==> config.mk <==
export PLATFORM = sky130hd
export DESIGN_NAME = bcd_counter_4d
export DESIGN_NICKNAME = d
export VERILOG_FILES = /design/src/rtl/bcd_pkg.sv /design/src/rtl/bcd_digit_cell.sv /design/src/rtl/bcd_counter_4d.sv
export SDC_FILE = /design/constraint.sdc
export NUM_CORES = 1
export LEC_CHECK = 0
export CAP_MARGIN = 20
export CORE_MARGIN = 10
export CORE_UTILIZATION = 60
export CTS_CLUSTER_DIAMETER = 200
export CTS_CLUSTER_SIZE = 40
export DETAILED_ROUTE_END_ITERATION = 6
export GPL_TIMING_DRIVEN = 0
export PLACE_DENSITY = 0.9
export SLEW_MARGIN = 20
export SYNTH_ARGS = -nofsm -noshare
export SYNTH_HDL_FRONTEND = slang
export SYNTH_SLANG_ARGS = --single-unit
export TNS_END_PERCENT = 100
==> constraint.sdc <==
create_clock -name clk -period 4.8 [get_ports clk]
set_clock_uncertainty 0.05 [all_clocks]
set_input_delay 0.96 -clock clk [delete_from_list [all_inputs] [get_ports clk]]
set_output_delay 0.96 -clock clk [all_outputs]
set_load 0.005 [all_outputs]
==> src/rtl/bcd_pkg.sv <==
// Shared constants and helpers for the BCD counter family.
// bcd_valid() is the single definition of a legal decimal nibble.
package bcd_pkg;

    localparam int              DIGIT_W = 4;
    localparam logic [DIGIT_W-1:0] BCD_MAX = 4'd9;
    localparam logic [DIGIT_W-1:0] BCD_MIN = 4'd0;

    function automatic logic bcd_valid(input logic [DIGIT_W-1:0] nibble);
        return nibble <= BCD_MAX;
    endfunction

endpackage

==> src/rtl/bcd_digit_cell.sv <==
// One decade register. Clear beats load beats inc/dec.
// The top guarantees that inc and dec are never both high.
module bcd_digit_cell
    import bcd_pkg::*;
(
    input  logic               clk,
    input  logic               rst_n,
    input  logic               inc,
    input  logic               dec,
    input  logic               clr,
    input  logic               ld,
    input  logic [DIGIT_W-1:0] ld_val,
    output logic [DIGIT_W-1:0] digit,
    output logic               at_max,
    output logic               at_min
);

    assign at_max = (digit == BCD_MAX);
    assign at_min = (digit == BCD_MIN);

    always_ff @(posedge clk or negedge rst_n) begin
        if (!rst_n) begin
            digit <= BCD_MIN;
        end else if (clr) begin
            digit <= BCD_MIN;
        end else if (ld) begin
            digit <= ld_val;
        end else if (inc) begin
            digit <= at_max ? BCD_MIN : digit + DIGIT_W'(1);
        end else if (dec) begin
            digit <= at_min ? BCD_MAX : digit - DIGIT_W'(1);
        end
    end

endmodule

==> src/rtl/bcd_counter_4d.sv <==
// Multi-decade BCD up/down counter with a clock prescaler.
// All decades update on the same edge; carries come from a combinational enable chain.
module bcd_counter_4d
    import bcd_pkg::*;
#(
    parameter int PRESCALE = 5_000_000,
    parameter int DIGITS   = 4
) (
    input  logic                  clk,
    input  logic                  rst_n,
    input  logic                  en,
    input  logic                  up_dn,
    input  logic                  clear,
    input  logic                  load,
    input  logic [4*DIGITS-1:0]   load_val,
    output logic [4*DIGITS-1:0]   bcd_out,
    output logic                  step,
    output logic                  wrap,
    output logic                  load_err
);

    localparam int              PS_W    = (PRESCALE > 1) ? $clog2(PRESCALE) : 1;
    localparam logic [PS_W-1:0] PS_TERM = PS_W'(PRESCALE - 1);

    logic [PS_W-1:0]                    pre;
    logic [DIGITS-1:0][DIGIT_W-1:0]     digits;
    logic [DIGITS-1:0][DIGIT_W-1:0]     ld_digits;
    logic [DIGITS-1:0]                  at_max, at_min, inc, dec;
    logic [DIGITS:0]                    chain_up, chain_dn;
    logic                               load_ok, tick, step_now, wrap_now;

    assign ld_digits = load_val;
    assign bcd_out   = digits;

    always_comb begin
        load_ok = 1'b1;
        for (int i = 0; i < DIGITS; i++) begin
            if (!bcd_valid(ld_digits[i])) load_ok = 1'b0;
        end
    end

    assign tick     = en && (pre == PS_TERM);
    // Any load request, accepted or not, swallows a coincident step.
    assign step_now = tick && !clear && !load;

    assign chain_up[0] = 1'b1;
    assign chain_dn[0] = 1'b1;

    generate
        for (genvar g = 0; g < DIGITS; g++) begin : g_digit
            assign chain_up[g+1] = chain_up[g] & at_max[g];
            assign chain_dn[g+1] = chain_dn[g] & at_min[g];
            assign inc[g]        = step_now &  up_dn & chain_up[g];
            assign dec[g]        = step_now & ~up_dn & chain_dn[g];

            bcd_digit_cell u_cell (
                .clk    (clk),
                .rst_n  (rst_n),
                .inc    (inc[g]),
                .dec    (dec[g]),
                .clr    (clear),
                .ld     (load && load_ok),
                .ld_val (ld_digits[g]),
                .digit  (digits[g]),
                .at_max (at_max[g]),
                .at_min (at_min[g])
            );
        end
    endgenerate

    assign wrap_now = step_now && (up_dn ? chain_up[DIGITS] : chain_dn[DIGITS]);

    // A rejected load leaves the prescaler phase untouched.
    always_ff @(posedge clk or negedge rst_n) begin
        if (!rst_n) begin
            pre <= '0;
        end else if (clear || (load && load_ok)) begin
            pre <= '0;
        end else if (!load && en) begin
            pre <= tick ? '0 : pre + PS_W'(1);
        end
    end

    always_ff @(posedge clk or negedge rst_n) begin
        if (!rst_n) begin
            step     <= 1'b0;
            wrap     <= 1'b0;
            load_err <= 1'b0;
        end else begin
            step     <= step_now;
            wrap     <= wrap_now;
            load_err <= !clear && load && !load_ok;
        end
    end

endmodule

# Yosys cells after proc, flatten, opt, wreduce, memory -nomap -nowiden
# Index checks and enable logic that the tools add are counted.
[totals] ram_bits=0 wordCells=94 output_inout_bits=19 rom_bits=0 memories=0 latch_bits=0 reg_bits=42 input_bits=22
[op_classes] n_mul=0 n_lt_le_gt_ge=4 muxes=32 div=0 n_shift=0 n_bitwise=15 n_eq_ne=5 n_reduce_logical=21 add_sub_neg=9
[op_table] op="$mux 4" count=24
[op_table] op="$mux 23" count=3
[op_table] op="$add 23x1->23 const B" count=1
[op_table] op="$eq 23x23->1 const B" count=1
[op_table] op="$add 4x1->4 const B" count=4
[op_table] op="$eq 4x4->1 const B" count=4
[op_table] op="$le 4x4->1 const B" count=4
[op_table] op="$logic_not 4->1" count=4
[op_table] op="$reduce_bool 4->1" count=4
[op_table] op="$sub 4x1->4 const B" count=4
[op_table] op="$and 1x1->1" count=14
[op_table] op="$logic_and 1x1->1" count=8
[op_table] op="$mux 1" count=5
[op_table] op="$logic_not 1->1" count=3
[op_table] op="$reduce_bool 2->1" count=1
[op_table] op="$logic_or 1x1->1" count=1
[op_table] op="$not 1->1" count=1

# Longest topological paths before layout
[depth] word_depth=10 depth_mapped=9 mapped_depth_nobuf=8

# Modules after synthesis
# A second synthesis with hierarchy kept.
[hier_totals] cells_unflattened=423 area_unflattened_um2=3372.0
[by_module_without_submodules] module="bcd_digit_cell" area_per_inst_um2=435.4 seq_area_each_um2=100.1 cells_per_inst=59 instances=4
[by_module_without_submodules] module="bcd_counter_4d" area_per_inst_um2=1630.3 seq_area_each_um2=650.6 cells_per_inst=187 instances=1

# Least setup slack after synthesis
# OpenSTA, ideal clock, no wires.
[synth_path] path_kind="input to register" from="in en" to="reg g_digit[0].u_cell.digit[3]" setup_time_ps=136 t_arrival_ps=2759 path_stages=6 setup_slack_ps=1854 t_required_ps=4614 path_buffers=0 path_cell_list="nor4b_2 nand3_2 nor3_2 mux2_1 a2111oi_0 o41ai_2"
[synth_between] elab_chain_cells=7 word_cells_on_any_way=9 cone_classes="mux (3); bitwise (2); reduce/logical (4)"
[synth_rtl] item="start, declared" line="bcd_counter_4d.sv:11" rtl="input logic en,"
[synth_rtl] item="$logic_and 1x1->1 (*)" line="bcd_counter_4d.sv:42" rtl="assign tick = en && (pre == PS_TERM);"
[synth_rtl] item="$logic_and 1x1->1 (*) (2 in series)" line="bcd_counter_4d.sv:44" rtl="assign step_now = tick && !clear && !load;"
[synth_rtl] item="$and 1x1->1" line="bcd_counter_4d.sv:53" rtl="assign inc[g] = step_now & up_dn & chain_up[g];"
[synth_rtl] item="$mux 4" line="bcd_digit_cell.sv:28" rtl="end else if (inc) begin"
[synth_rtl] item="$mux 4" line="bcd_digit_cell.sv:26" rtl="end else if (ld) begin"
[synth_rtl] item="$mux 4" line="bcd_digit_cell.sv:24" rtl="end else if (clr) begin"
[synth_rtl] item="end signal, assigned" line="bcd_digit_cell.sv:27" rtl="digit <= ld_val;"
[synth_rtl] item="end signal, assigned" line="bcd_digit_cell.sv:29" rtl="digit <= at_max ? BCD_MIN : digit + DIGIT_W'(1);"
[synth_rtl] item="end signal, assigned" line="bcd_digit_cell.sv:31" rtl="digit <= at_min ? BCD_MAX : digit - DIGIT_W'(1);"
[synth_rtl] item="end, declared" line="bcd_digit_cell.sv:13" rtl="output logic [DIGIT_W-1:0] digit,"
# Mark *: on every way between the ends. The rest lies on a longest branch, timed or not.
# A chain may end at the register's enable or synchronous reset.

# Worst setup path in the final report
[layout_path] from="in clear" to="reg g_digit[2].u_cell.digit[2]"
[layout_between] elab_chain_cells=8 word_cells_on_any_way=11 cone_classes="mux (3); bitwise (4); reduce/logical (4)"
[layout_rtl] item="start, declared" line="bcd_counter_4d.sv:13" rtl="input logic clear,"
[layout_rtl] item="$logic_not 1->1" line="bcd_counter_4d.sv:44"
[layout_rtl] item="$logic_and 1x1->1 (2 in series)" line="bcd_counter_4d.sv:44"
[layout_rtl] item="$and 1x1->1 (2 in series)" line="bcd_counter_4d.sv:53"
[layout_rtl] item="$mux 4" line="bcd_digit_cell.sv:28"
[layout_rtl] item="$mux 4" line="bcd_digit_cell.sv:26"
[layout_rtl] item="$mux 4" line="bcd_digit_cell.sv:24"
[layout_rtl] item="end signal, assigned" line="bcd_digit_cell.sv:27"
[layout_rtl] item="end signal, assigned" line="bcd_digit_cell.sv:29"
[layout_rtl] item="end signal, assigned" line="bcd_digit_cell.sv:31"
[layout_rtl] item="end, declared" line="bcd_digit_cell.sv:13"
# Several ways; a longest one is shown, not always the timed one.

==> key figures <==
STA
  • Setup total negative slack: 0 ns
  • Pins Over Slew Limit: 0
  • Tcrit/Tclk final: 0.784
  • Minimum clock period: approximately 3.8 ns
  • Worst-margin pin slew: between 0.8 and 0.9 ns
  • RSZ-0062 raised after global routing: false
  • Final setup vio count: 0
  • Fmax: 0.266 GHz
  • Max-slew headroom: 0.449
  • Hold Vio Cnt, Final: 0

Global route
  • Number of global-route vias before repair: about 3.2k
  • Remaining global-route overflow: 0
  • Largest net degree at the start of global routing: 33
  • Initial antenna violation count: 0
  • Tot GR Track Use: 0.207
  • Wire length of the first global-routing pass: between 15 and 20 mm

Detailed routing
  • Via count: ~3.3k
  • Post-DRT Antenna Nets: 0
  • Initial DRC Count: 290
  • Drt drc: 0
  • Vias per cell: ~6.4
  • Routed WL per cell: approximately 18 µm
  • Post-Route WL: between 9 and 10 mm
  • DRT Pass-1 Iters: 5

Logic synthesis
  • Top-count cell post-synth: dfrtp_1
  • Mux contribution to synthesized area: 0.0403
  • Seq/Total Area, Yosys: 0.317
  • Post-synthesis register bit count: 42
  • Cell variety after synth: 72
  • Post-Synth Adder-Cell Area: 0.0490
  • Most instantiated cells after synthesis: dfrtp_1, nand2_1, nor2_1
  • Syn Area/Cell: 8.64 µm²
  • Post-synth EDFFs: 0
  • Top_reg_cell synth: dfrtp_1
  • Compound-Gate Fraction of Synth Area: 0.193
  • Asr flop ratio synth: 1.00
  • Synth Area in XOR/XNOR: 0.0343
  • Mapped Nets: roughly 420
  • Warnings, synthesis: 0
  • Mapped Cells: ~380
  • Synth top area cells: dfrtp_1, ha_1, nand2_1
  • Largest family of logic cells by synthesized area: simple AND/OR/NAND/NOR gates
  • Largest area contributor in the netlist: dfrtp_1
  • Synthesized cell area: ~3300 µm²
  • Post-Synth Simple-Gate Area: 0.326
  • Post-synth top area share: 0.317

Floorplanning
  • Die Area: 8910 µm²
  • Die Y-Extent: roughly 94 µm
  • Core ar.: roughly 5400 µm²
  • Cell Rows: 27
  • Initial Util: 0.610
  • I/O pins: around 40
  • Die width: between 90 and 100 µm

Critical path
  • Maximum fanout along the worst path: 8
  • Critical path data arrival time: 3.95 ns
  • Crit end category: flip-flop
  • Cell Chain, Critical Path: clkdlybuf4s50_1, nand4bb_1, nor4_1, nor3b_2, mux2_2, o311ai_0, a22o_1
  • Worst Path Buf+Inv: 1
  • Crit path kind: in -> reg
  • CP delay by family, top: simple AND/OR/NAND/NOR gates
  • Max incr delay on CP: around 0.60 ns
  • Worst Path Required: between 4 and 5 ns
  • Slowest CP cell: nor3b_2
  • Critical path startpoint category: input port

Finish
  • Multi-input logic area: 2130 µm²
  • Share of layout cells above drive strength 1: 0.0947
  • Fillers: 416
  • Seq. cell area: between 1000 and 1500 µm²
  • Final instance area: about 4000 µm²
  • Area Growth Syn to Fin: 19.5%
  • Nets: ~470
  • # diodes: 0

Place
  • GPL Wtd Cong: a little over 0.9
  • Placement Cell Area: 3820 µm²
  • HPWL Detailed: between 6 and 7 mm
  • Port Buffer Count: 40

CTS
  • Cts hold-fix bufs: 0
  • Worst-skew pair later-pin latency: between 0.3 and 0.4 ns
  • Reg clk slew, reported paths: approximately 0.09 ns
  • Root Buffer: clkbuf_8
  • Max clock buf depth: 2
  • Clk sinks: 42
  • Postcts setup bufs: 0
  • Post-cts sizing count: 0
  • CTS Buf Count: 5
  • H-tree depth: 2
  • CTS tree: built

Pwr
  • P_leak: 1.57 nW
  • Pwr/cell area: approximately 300 nW/µm²
  • VDD IR max: around 210 µV

Flow run
  • Max-cap violations: 0

Min path
  • Min-delay worst type: in -> async

Run status
  • Status: finished clean
==> per-layer routing <==
| metal | part of all wire | global-route usage |
|---|---|---|
| met2 | 0.48 | 0.342 |
| met3 | 0.073 | 0.0389 |
| met5 | 0 | 0 |
| met4 | 0.027 | 0.0848 |
| met1 | 0.42 | 0.260 |
==> state kept, by name, summed over array words and instances (netlist names) <==
signal,count
g_digit.u_cell.digit,16
load_err,1
pre,23
step,1
wrap,1
==> worst paths after layout <==
check | slack, ns | endpoint | depth (start not counted) | startpoint
min in group clk | 0.47 | pre[1] | 2 | pre[1]
max in group asynchronous | 3.77 | pre[22] | 2 | rst_n
worst max register to register | 1.59 | g_digit[2].u_cell.digit[2] | 8 | g_digit[0].u_cell.digit[1]
worst max-delay path | 1.04 | g_digit[2].u_cell.digit[2] | 7 | clear
worst min register to register | 0.47 | pre[1] | 2 | pre[1]
worst min-delay path | 0.46 | g_digit[3].u_cell.digit[1] | 1 | rst_n
==> where the power goes <==
group          internal (W)  switching, W  leakage, nW
clock network      0.000222      0.000135       0.0714
registers          0.000383     0.0000447        0.568
logic              0.000202      0.000212        0.929
==> final cells by class <==
| cell class | instances | area share |
|---|---|---|
| Buffer | 16 | 0.0199 |
| Clock inverter | 2 | 0.0151 |
| Inverter | 15 | 0.0142 |
| Timing Repair Buffer | 41 | 0.105 |
| Sequential cell | 42 | 0.265 |
| Multi-Input combinational cell | 311 | 0.538 |
| Clock buffer | 6 | 0.0208 |
| Tap cell | 72 | 0.0227 |
==> logic make-up after synthesis <==
logic type,count (synthesis)
and+or+nand+nor,181
AOI/OAI and AO/OA,91
DFF,42
buffers and inverters,31
xor gates and xnor gates,13
muxes,13
adders and majority gates,13
==> cell usage in the layout (no fill, tap or decap), types with 9 or more instances in the layout <==
master           count
a21oi_1             11
nand2_1             36
nor3_1              15
mux2i_1             10
o21ai_0             22
ha_1                13
nand3_1             18
o31ai_1              9
clkdlybuf4s50_1     39
clkbuf_1            11
inv_1               15
nor2_1              36
dfrtp_1             42
==> per-stage QoR <==
stage / std cells / hold slack (ns) / setup slack (ns) / util / total power (W)
after CTS: 505 / 0.472 / 1.11 / 0.729 / 0.00119
after floorplan: 384 / 0.416 / 1.85 / - / 0.000685
final: 505 / 0.462 / 1.04 / 0.729 / 0.00120
after global placement: 496 / 0.436 / 0.892 / 0.700 / 0.000823
after global routing: 505 / 0.478 / 0.952 / 0.729 / 0.00126
after detailed placement: 497 / 0.462 / 0.804 / 0.703 / 0.000838
(Power assumes the default switching activity.)
